==> config.mk <==
export PLATFORM = sky130hd
export DESIGN_NAME = movx_bus_ctrl_flat
export DESIGN_NICKNAME = d
export VERILOG_FILES = /design/src/rtl/movx_bus_ctrl_if.sv /design/src/rtl/movx_bus_ctrl.sv /design/src/flat_wrapper.sv
export SDC_FILE = /design/constraint.sdc
export NUM_CORES = 1
export LEC_CHECK = 0
export CAP_MARGIN = 5
export CORE_MARGIN = 5
export CORE_UTILIZATION = 31
export CTS_BUF_LIST = sky130_fd_sc_hd__clkbuf_8 sky130_fd_sc_hd__clkbuf_16
export CTS_CLUSTER_DIAMETER = 80
export DETAILED_ROUTE_END_ITERATION = 12
export PLACE_DENSITY = 0.62
export SYNTH_ARGS = -nofsm -noshare
export SYNTH_HDL_FRONTEND = slang
export SYNTH_SLANG_ARGS = --single-unit
==> constraint.sdc <==
create_clock -name clock -period 6.3 [get_ports clock]
set_clock_uncertainty 0.1 [all_clocks]
set_input_delay 1.89 -clock clock [delete_from_list [all_inputs] [get_ports clock]]
set_output_delay 1.89 -clock clock [all_outputs]
set_load 0.03 [all_outputs]
==> src/rtl/movx_bus_ctrl_if.sv <==
// Bus bundle between the core sequencer / pads and the MOVX bus sequencer.
// The master side drives requests and pad inputs; the slave side is the sequencer.
interface movx_bus_ctrl_if;
    logic       start;
    logic       is_write;
    logic       use_dptr;
    logic [7:0] dptr_h;
    logic [7:0] dptr_l;
    logic [7:0] ri_addr;
    logic [7:0] p2_sfr;
    logic [7:0] wr_data;
    logic [7:0] p0_in;
    logic       busy;
    logic       done;
    logic [7:0] rd_data;
    logic       ale;
    logic       rd_n;
    logic       wr_n;
    logic [7:0] p0_out;
    logic       p0_oe;
    logic [7:0] p2_out;

    modport master (
        output start, is_write, use_dptr, dptr_h, dptr_l, ri_addr, p2_sfr, wr_data, p0_in,
        input  busy, done, rd_data, ale, rd_n, wr_n, p0_out, p0_oe, p2_out
    );

    modport slave (
        input  start, is_write, use_dptr, dptr_h, dptr_l, ri_addr, p2_sfr, wr_data, p0_in,
        output busy, done, rd_data, ale, rd_n, wr_n, p0_out, p0_oe, p2_out
    );
endinterface

==> src/rtl/movx_bus_ctrl.sv <==
// MOVX external data memory bus sequencer: one multiplexed 8051-style cycle
// (address under ALE, RD_n/WR_n strobe, data hold) per accepted start.
module movx_bus_ctrl #(
    parameter int ADDR_CYCLES   = 2,
    parameter int STROBE_CYCLES = 3
) (
    input logic            clock,
    input logic            reset,
    movx_bus_ctrl_if.slave bus
);

    localparam int MAX_CYC = (ADDR_CYCLES > STROBE_CYCLES) ? ADDR_CYCLES : STROBE_CYCLES;
    localparam int CW      = (MAX_CYC > 1) ? $clog2(MAX_CYC) : 1;
    localparam logic [CW-1:0] ADDR_LOAD   = CW'(ADDR_CYCLES - 1);
    localparam logic [CW-1:0] STROBE_LOAD = CW'(STROBE_CYCLES - 1);

    typedef enum logic [1:0] {S_IDLE, S_ADDR, S_STROBE, S_HOLD} state_t;

    state_t        state, next_state;
    logic [CW-1:0] cnt;
    logic [15:0]   addr_q;
    logic [7:0]    wr_data_q;
    logic          is_write_q;
    logic [7:0]    rd_data_q;

    logic          ale_q, rd_n_q, wr_n_q, p0_oe_q, done_q;
    logic [7:0]    p0_out_q;
    logic          ale_d, rd_n_d, wr_n_d, p0_oe_d, done_d;
    logic [7:0]    p0_out_d;

    logic [15:0]   addr_sel, addr_n;
    logic          cnt_zero;

    assign addr_sel = bus.use_dptr ? {bus.dptr_h, bus.dptr_l} : {bus.p2_sfr, bus.ri_addr};
    // Address as it will be after this edge, so ADDR pads are correct on the capture edge.
    assign addr_n   = (state == S_IDLE) ? addr_sel : addr_q;
    assign cnt_zero = (cnt == '0);

    // NOTE: sequential state uses non-blocking assignments so every register
    // samples pre-edge values regardless of process evaluation order.
    always_ff @(posedge clock or posedge reset) begin
        if (reset) state <= S_IDLE;
        else       state <= next_state;
    end

    // NOTE: default assignment first so no path through the case leaves
    // next_state unassigned, which would infer a latch.
    always_comb begin
        next_state = state;
        case (state)
            S_IDLE:   if (bus.start) next_state = S_ADDR;
            S_ADDR:   if (cnt_zero)  next_state = S_STROBE;
            S_STROBE: if (cnt_zero)  next_state = S_HOLD;
            S_HOLD:                  next_state = S_IDLE;
            default:                 next_state = S_IDLE;
        endcase
    end

    // Pad outputs are computed for the state being entered and registered,
    // keeping start off any combinational path to the pads.
    always_comb begin
        ale_d    = 1'b0;
        rd_n_d   = 1'b1;
        wr_n_d   = 1'b1;
        p0_oe_d  = 1'b0;
        p0_out_d = 8'hFF;
        done_d   = (state == S_HOLD);
        case (next_state)
            S_ADDR: begin
                ale_d    = 1'b1;
                p0_oe_d  = 1'b1;
                p0_out_d = addr_n[7:0];
            end
            S_STROBE: begin
                if (is_write_q) begin
                    wr_n_d   = 1'b0;
                    p0_oe_d  = 1'b1;
                    p0_out_d = wr_data_q;
                end else begin
                    rd_n_d   = 1'b0;
                end
            end
            S_HOLD: begin
                if (is_write_q) begin
                    p0_oe_d  = 1'b1;
                    p0_out_d = wr_data_q;
                end
            end
            default: ;
        endcase
    end

    always_ff @(posedge clock or posedge reset) begin
        if (reset) begin
            ale_q    <= 1'b0;
            rd_n_q   <= 1'b1;
            wr_n_q   <= 1'b1;
            p0_oe_q  <= 1'b0;
            p0_out_q <= 8'hFF;
            done_q   <= 1'b0;
        end else begin
            ale_q    <= ale_d;
            rd_n_q   <= rd_n_d;
            wr_n_q   <= wr_n_d;
            p0_oe_q  <= p0_oe_d;
            p0_out_q <= p0_out_d;
            done_q   <= done_d;
        end
    end

    always_ff @(posedge clock or posedge reset) begin
        if (reset) begin
            cnt        <= '0;
            addr_q     <= '0;
            wr_data_q  <= '0;
            is_write_q <= 1'b0;
            rd_data_q  <= '0;
        end else begin
            case (state)
                S_IDLE: if (bus.start) begin
                    addr_q     <= addr_sel;
                    wr_data_q  <= bus.wr_data;
                    is_write_q <= bus.is_write;
                    cnt        <= ADDR_LOAD;
                end
                S_ADDR:   cnt <= cnt_zero ? STROBE_LOAD : cnt - 1'b1;
                S_STROBE: begin
                    if (!cnt_zero)        cnt       <= cnt - 1'b1;
                    else if (!is_write_q) rd_data_q <= bus.p0_in;
                end
                default: ;
            endcase
        end
    end

    assign bus.busy    = (state != S_IDLE);
    assign bus.done    = done_q;
    assign bus.rd_data = rd_data_q;
    assign bus.ale     = ale_q;
    assign bus.rd_n    = rd_n_q;
    assign bus.wr_n    = wr_n_q;
    assign bus.p0_out  = p0_out_q;
    assign bus.p0_oe   = p0_oe_q;
    assign bus.p2_out  = (state == S_IDLE) ? bus.p2_sfr : addr_q[15:8];

endmodule

==> src/flat_wrapper.sv <==
// flat-port wrapper written by rule: the top's interface ports become plain ports
module movx_bus_ctrl_flat 
#(
    parameter int ADDR_CYCLES   = 2,
    parameter int STROBE_CYCLES = 3
)
  (clock, reset, bus_start, bus_is_write, bus_use_dptr, bus_dptr_h, bus_dptr_l, bus_ri_addr, bus_p2_sfr, bus_wr_data, bus_p0_in, bus_busy, bus_done, bus_rd_data, bus_ale, bus_rd_n, bus_wr_n, bus_p0_out, bus_p0_oe, bus_p2_out);
  movx_bus_ctrl_if bus_i ();
  input logic clock;
  input logic reset;
  input wire logic [$bits(bus_i.start)-1:0] bus_start;
  input wire logic [$bits(bus_i.is_write)-1:0] bus_is_write;
  input wire logic [$bits(bus_i.use_dptr)-1:0] bus_use_dptr;
  input wire logic [$bits(bus_i.dptr_h)-1:0] bus_dptr_h;
  input wire logic [$bits(bus_i.dptr_l)-1:0] bus_dptr_l;
  input wire logic [$bits(bus_i.ri_addr)-1:0] bus_ri_addr;
  input wire logic [$bits(bus_i.p2_sfr)-1:0] bus_p2_sfr;
  input wire logic [$bits(bus_i.wr_data)-1:0] bus_wr_data;
  input wire logic [$bits(bus_i.p0_in)-1:0] bus_p0_in;
  output wire logic [$bits(bus_i.busy)-1:0] bus_busy;
  output wire logic [$bits(bus_i.done)-1:0] bus_done;
  output wire logic [$bits(bus_i.rd_data)-1:0] bus_rd_data;
  output wire logic [$bits(bus_i.ale)-1:0] bus_ale;
  output wire logic [$bits(bus_i.rd_n)-1:0] bus_rd_n;
  output wire logic [$bits(bus_i.wr_n)-1:0] bus_wr_n;
  output wire logic [$bits(bus_i.p0_out)-1:0] bus_p0_out;
  output wire logic [$bits(bus_i.p0_oe)-1:0] bus_p0_oe;
  output wire logic [$bits(bus_i.p2_out)-1:0] bus_p2_out;
  assign bus_i.start = bus_start;
  assign bus_i.is_write = bus_is_write;
  assign bus_i.use_dptr = bus_use_dptr;
  assign bus_i.dptr_h = bus_dptr_h;
  assign bus_i.dptr_l = bus_dptr_l;
  assign bus_i.ri_addr = bus_ri_addr;
  assign bus_i.p2_sfr = bus_p2_sfr;
  assign bus_i.wr_data = bus_wr_data;
  assign bus_i.p0_in = bus_p0_in;
  assign bus_busy = bus_i.busy;
  assign bus_done = bus_i.done;
  assign bus_rd_data = bus_i.rd_data;
  assign bus_ale = bus_i.ale;
  assign bus_rd_n = bus_i.rd_n;
  assign bus_wr_n = bus_i.wr_n;
  assign bus_p0_out = bus_i.p0_out;
  assign bus_p0_oe = bus_i.p0_oe;
  assign bus_p2_out = bus_i.p2_out;
  movx_bus_ctrl #(.ADDR_CYCLES(ADDR_CYCLES), .STROBE_CYCLES(STROBE_CYCLES)) u_core (.clock(clock), .reset(reset), .bus(bus_i));
endmodule
* Word level (Yosys, flattened, before mapping) *
Index checks and enable logic that the tools add are counted.

cells by class
  $add $sub $neg = 1
  multiplexer cells = 19
  reduce and logical (&&, ||, !) cells = 8
  bitwise gates (word level) = 1
  eq/ne operators = 8

operator list
  cell                                                                    count
  8-bit two-way mux                                                       3
  16-bit two-way mux                                                      1
  8-bit case mux with 2 select lines                                      1
  2-bit two-way mux                                                       6
  2-bit equality test (second input constant)                             4
  2-bit case mux with 4 select lines                                      1
  2-bit case mux with 3 select lines                                      1
  3-bit AND reduction                                                     2
  1-bit two-way mux                                                       5
  2-bit by 1-bit equality test with 1-bit output (second input constant)  2
  2-bit logical NOT                                                       2
  2-bit != test (second input constant)                                   2
  3-bit nonzero test                                                      1
  1-bit case mux with 2 select lines                                      1
  2-bit AND reduction                                                     1
  2-bit nonzero test                                                      1
  2-bit OR reduction                                                      1
  2-bit by 1-bit subtractor with 2-bit output (second input constant)     1
  1-bit inverter                                                          1

word-level totals
  input port bits = 53
  register bits = 50
  word-level logic and storage cells = 49
  output and inout port bits = 30

* Depth between registers and ports, before layout *
Gate-level depths: netlist (run 1).

  depth in word-level cells = 6
  mapped depth = 8

* Least setup slack after synthesis (run 1) *
Ideal clock, no wire load.

  path kind = input-to-output
  start = in bus_p2_sfr[0]
  end = out bus_p2_out[0]
  stages = 1
  data arrival time = 2222 ps
  path slack = 2088 ps
  path through = mux2_2

on the way
  word-level cells in the longest chain between the ends = 1

RTL lines
  element            line                  text
  from (decl)        flat_wrapper.sv:17    input wire logic [$bits(bus_i.p2_sfr)-1:0] bus_p2_sfr;
  8-bit two-way mux  movx_bus_ctrl.sv:144  assign bus.p2_out = (state == S_IDLE) ? bus.p2_sfr : addr_q[15:8];
  to (decl)          flat_wrapper.sv:28    output wire logic [$bits(bus_i.p2_out)-1:0] bus_p2_out;

Every way passes these cells.

* Worst setup path in the final report (run 1) *
  start = in bus_p2_sfr[6]
  end = out bus_p2_out[6]

The elaborated chain is that of the path after synthesis.

==> impl_metrics.json, run 1 <==
{
  "async_reset_ff_frac": 1.00,
  "post_drt_wl_per_cell_um": 14.4,
  "worstSetupStartpoint": "bus_p2_sfr[6]",
  "fmax_mhz": 193,
  "die_x_um": 99.7,
  "final_max_slew_viol_count": 0,
  "vias": 1714,
  "setup_viol": 0,
  "avgSynthCellArea_um2": 12.7,
  "sw_frac_of_total": 0.399,
  "grt_usage": 0.113,
  "tns_ns": 0,
  "cts_max_path_buffers": 2,
  "highest_layer": "met4",
  "netlist_instances": 196,
  "ctsResizeCount": 0,
  "path_clk_slew_ns": 0.09,
  "hp-class": "flop to flop",
  "netlist.area_leader.share": 0.402,
  "tightest_slew_ns": 0.968,
  "wl_met1_um": 2400,
  "drc": 0,
  "comb_power_share": 0.539,
  "cts_tree": "done",
  "wl_met2_um": 2770,
  "area_delta_synth_final_pct": 39.8,
  "grt_pass1_vias": 1756,
  "cp_max_fo": 2,
  "wl_met3_um": 209,
  "crit_arrival_ns": 3.18,
  "ys_top_cells_by_area": "dfrtp_1 40%, mux2_2 12%, dfstp_2 11%",
  "powerDensity_nw_per_um2": 496,
  "vdd_drop_max_v": 0.000133,
  "final-hold-violation-count": 0,
  "post_cts_buffers": 0,
  "antenna_cells": 0,
  "final_nets": 334,
  "cts_hold_buf": 0,
  "power_leakage_uw": 0.00145,
  "startpoint_type": "input pin",
  "yosys.cell_count.top_type": "dfrtp_1",
  "maxCapViolations": 0,
  "yosysUniqueCellTypes": 27,
  "cell_internal_pwr_uw": 1040,
  "vias_per_cell": 4.55,
  "ys.flop_type": "dfrtp_1",
  "synth_edf_count": 0,
  "drive_above_1_share": 0.196,
  "die_y_um": 99.7,
  "max-slew-margin-rel": 0.355,
  "synth_area_um2": 2490,
  "power.share.clock": 0.132,
  "grt_antenna_before_repair": 0,
  "boundaryPins": 83,
  "rsz0062_at_grt": "no",
  "reg2reg_from": "u_core.state[1]",
  "period_minus_slack_ns": 5.17,
  "endpoint_kind": "output pin",
  "clock_sinks": 50,
  "finalWirelength_um": 5440,
  "clk_latency_ns": 0.30,
  "gp_congestion": 0.740,
  "ant_nets": 0,
  "ys_seq_elements": 50,
  "io_buffers": 82,
  "fin_total_pwr_uw": 1730,
  "hold_start": "u_core.addr_q[14]",
  "yosys.area.top_type": "dfrtp_1",
  "synth_seq_area_share": 0.507,
  "htreeDepth": 2,
  "grt_pass1_wl_um": 8900,
  "grt_max_degree": 51,
  "pwr-share-seq": 0.329,
  "rows": 32,
  "initial_core_util": 0.321,
  "crit_type": "input pin to output pin",
  "crit_required_ns": 4.31,
  "numCtsBuffers": 5,
  "first_pass_iters": 4,
  "overflow": 0,
  "fin_crit_sh": 0.821,
  "drtIter0Drc": 54,
  "power_switching_uw": 690,
  "clock-root-buffer": "clkbuf_8",
  "synthesis.nets": 256,
  "status": "complete, no violations",
  "dp_hpwl_um": 4020,
  "yosys_warnings": 0,
  "synth_commonest_cells": "40 x dfrtp_1, 26 x mux2_2, 18 x mux2i_1",
  "design.core.area_um2": 7770,
  "die_area_um2": 9930
}
## registers in the layout, indices dropped and copies added (netlist names)
register	count
u_core.bus.p0_out	8
u_core.wr_data_q	8
u_core.bus.p0_oe	1
u_core.bus.done	1
u_core.addr_q	16
u_core.bus.wr_n	1
u_core.bus.rd_data	8
u_core.bus.rd_n	1
u_core.is_write_q	1
u_core.cnt	2
u_core.state	2
u_core.bus.ale	1
## cells in the final DEF, fill, tap and decap left out, drive strengths merged, types with 5 or more instances in the layout
cell	count
mux2i	18
dfstp	10
a221oi	9
nand2b	10
ha	7
mux2	43
inv	11
clkdlybuf4s50	82
a31oi	8
dfrtp	40
nand2	9
o21ai	8
clkbuf	5
## critical path: stages
cell	delay, ns
clkdlybuf4s50_1	0.47
mux2_2	0.15
clkdlybuf4s50_1	0.67
## path summary, 6_finish.rpt
| check | to | slack (ns) | depth (start not counted) |
|---|---|---|---|
| setup / recovery | bus_p2_out[6] | 1.13 | 3 |
| hold / removal | u_core.addr_q[14] | 0.39 | 2 |
| setup reg to reg | u_core.bus.p0_oe | 3.91 | 6 |
| hold reg to reg | u_core.addr_q[14] | 0.39 | 2 |
| max in group asynchronous | u_core.cnt[0] | 3.72 | 3 |
| min in group asynchronous | u_core.bus.rd_data[2] | 1.96 | 3 |
## area by class of cell
class	count	area, um^2
timing repair buffer	84	836
sequential	50	1260
clock buffer	5	68.8
inverter	10	37.5
fill	756	4280
tap	102	128
multi-input combinational	123	1110
clock inverter	3	43.8
## layer usage
metal | track usage | up-vias
li1 | - | 855
met1 | 0.144 | 820
met2 | 0.187 | 35
met3 | 0.0238 | 4
met4 | 0.0410 | 0
met5 | 0 | -
## power by group through the flow
stage	sequential, uW	combinational [uW]	clock, uW
floorplan	676	552	0
global placement	576	929	0
detailed placement	577	944	0
CTS	571	946	239
global route	587	1010	249
finish	569	931	228
## cell families (layout without fill, tap and decap cells)
| family | after synthesis | after routing | synth area share |
|---|---|---|---|
| adders and majority gates | 7 | 7 | 0.0351 |
| buffers and inverters | 23 | 102 | 0.0487 |
| DFF | 50 | 50 | 0.507 |
| and+or+nand+nor | 26 | 26 | 0.0562 |
| AOI/OAI and AO/OA | 29 | 29 | 0.0863 |
| muxes | 61 | 61 | 0.267 |
## per-stage QoR
step                worst slack [ns]  utilization  instance area (um^2)  std cells  hold WS, ns
floorplan                       2.09            -                  2490        196        0.346
global placement                1.14        0.434                  3370        369        0.365
detailed placement              1.12        0.434                  3370        369        0.373
CTS                             1.12        0.449                  3480        377        0.397
global route                    1.08        0.449                  3480        377        0.409
finish                          1.13        0.449                  3480        377        0.388
No activity file was read; power rests on OpenSTA's default activity.
==> inputs of run 2 (changes only) <==
==> constraint.sdc (replaced) <==
create_clock -name clock -period 5.2 [get_ports clock]
set_clock_uncertainty 0.1 [all_clocks]
set_input_delay 1.56 -clock clock [delete_from_list [all_inputs] [get_ports clock]]
set_output_delay 1.56 -clock clock [all_outputs]
set_load 0.03 [all_outputs]
==> run 2 against run 1 <==
Against the previous run: first-iteration DRC count down 11%; critical path depth unchanged; critical path type unchanged; largest cell class unchanged; non-clock buffer count unchanged; worst hold slack better by 0.0017 ns; global-route usage down 0.18 points; clock power up 22%; die area unchanged; wire length down 0.37%.
==> impl_metrics.json, run 2 (synthesis gave the netlist of run 1 again) <==
{
  "status": "complete, no violations",
  "period_minus_slack_ns": 4.55,
  "powerDensity_nw_per_um2": 601,
  "r2r_cells": 6,
  "clk_latency_ns": 0.30,
  "crit_arrival_ns": 2.89,
  "post_drt_wl_per_cell_um": 14.4,
  "grt_pass1_vias": 1798,
  "overflow": 0,
  "first_pass_iters": 4,
  "n_fill_cell": 746,
  "drive_above_1_share": 0.193,
  "hold_start": "u_core.wr_data_q[4]",
  "ctsResizeCount": 0,
  "cts_hold_buf": 0,
  "drtIter0Drc": 48,
  "fmax_mhz": 220,
  "multi_input_area_um2": 1110,
  "rows": 32,
  "crit_top_cell": "clkdlybuf4s50_1",
  "clock-root-buffer": "clkbuf_8",
  "cp_max_fo": 2,
  "finalWirelength_um": 5420,
  "grt_max_degree": 51,
  "endpoint_kind": "output pin",
  "boundaryPins": 83,
  "cp_cell_sequence": "clkdlybuf4s50_1 -> mux2_2 -> clkdlybuf4s50_1",
  "rsz0062_at_grt": "no",
  "cts_tree": "done",
  "max-slew-margin-rel": 0.333,
  "design.core.area_um2": 7770,
  "vdd_drop_max_v": 0.000174,
  "rrSetupSlack_ns": 2.53,
  "hp-class": "flop to flop",
  "clock_sinks": 50,
  "ant_nets": 0,
  "area_delta_synth_final_pct": 40.0,
  "grt_usage": 0.111,
  "reg2reg_from": "u_core.state[1]",
  "layout_common_cells": "82 x clkdlybuf4s50_1, 40 x dfrtp_1, 26 x mux2_2",
  "whs_path_depth": 1,
  "fin_crit_sh": 0.874,
  "cts_max_path_buffers": 2,
  "crit_type": "input pin to output pin",
  "numCtsBuffers": 5,
  "gp_congestion": 0.741,
  "startpoint_type": "input pin",
  "grt_antenna_before_repair": 0,
  "initial_core_util": 0.321,
  "drc": 0,
  "crit_required_ns": 3.54,
  "power_leakage_uw": 0.00146,
  "htreeDepth": 2,
  "antenna_cells": 0,
  "post_cts_buffers": 0,
  "path_clk_slew_ns": 0.08,
  "maxCapViolations": 0,
  "top_register": "u_core.addr_q",
  "utilization": 0.449,
  "setup_viol": 0,
  "seqCellArea_um2": 1260,
  "die_area_um2": 9930,
  "io_buffers": 82,
  "layout_commonest_cell": "clkdlybuf4s50_1",
  "tightest_slew_ns": 0.999,
  "grt_pass1_wl_um": 8700,
  "final_max_slew_viol_count": 0,
  "die_y_um": 99.7,
  "final_nets": 334,
  "reg2reg_to": "u_core.bus.p0_out[2]",
  "final-hold-violation-count": 0,
  "die_x_um": 99.7,
  "vias": 1723,
  "tns_ns": 0,
  "dp_hpwl_um": 4010,
  "min_to": "u_core.wr_data_q[4]",
  "cp_slowest_cell": "clkdlybuf4s50_1",
  "vias_per_cell": 4.57,
  "largest_reg_flops": 16,
  "place_area_um2": 3370,
  "critPathMaxStageDelay_ns": 0.67,
  "final_cell_area_um2": 3490
}
-- run 2: cell types whose count changed in the layout (fill, tap and decap cells not counted), sizes merged --
| cell | change |
|---|---|
| clkinv | -1 |
| clkbuf | +1 |
-- run 2: per-layer routing --
metal	GRT usage	wire length, um	vias to the layer above
li1	-	-	850
met1	0.127	2230	834
met2	0.199	2880	33
met3	0.0252	212	6
met4	0.0441	99	0
met5	0	0	-
-- run 2: how the worst max path moves through the flow --
stage                  startpoint            end
finish              bus_p2_sfr[4]  bus_p2_out[4]
detailed placement  bus_p2_sfr[4]  bus_p2_out[4]
floorplan           bus_p2_sfr[0]  bus_p2_out[0]
global route        bus_p2_sfr[4]  bus_p2_out[4]
global placement    bus_p2_sfr[3]  bus_p2_out[3]
CTS                 bus_p2_sfr[4]  bus_p2_out[4]
-- run 2: metrics by stage --
step | hold WS, ns | power (uW) | worst slack, ns | std cells
finish | 0.390 | 2100 | 0.654 | 377
global route | 0.397 | 2240 | 0.646 | 377
CTS | 0.392 | 2130 | 0.668 | 377
detailed placement | 0.372 | 1840 | 0.668 | 369
global placement | 0.365 | 1830 | 0.701 | 369
floorplan | 0.346 | 1490 | 1.65 | 196
-- run 2: final cells by class --
class	instances	share of cell area
inverter	10	0.0108
sequential	50	0.362
tap	102	0.0366
clock buffer	6	0.0237
timing repair buffer	84	0.240
multi-input combinational	123	0.317
clock inverter	2	0.00968
-- run 2: critical path: cells and delay by family --
family	cells	cell delay, ns
buffers and inverters	2	1.17
muxes	1	0.16
-- run 2: power by group --
part / switching (uW) / internal (uW) / total (uW)
Clock: 123 / 155 / 278
Sequential: 92.9 / 597 / 690
Combinational: 610 / 519 / 1130
Total: 827 / 1270 / 2100
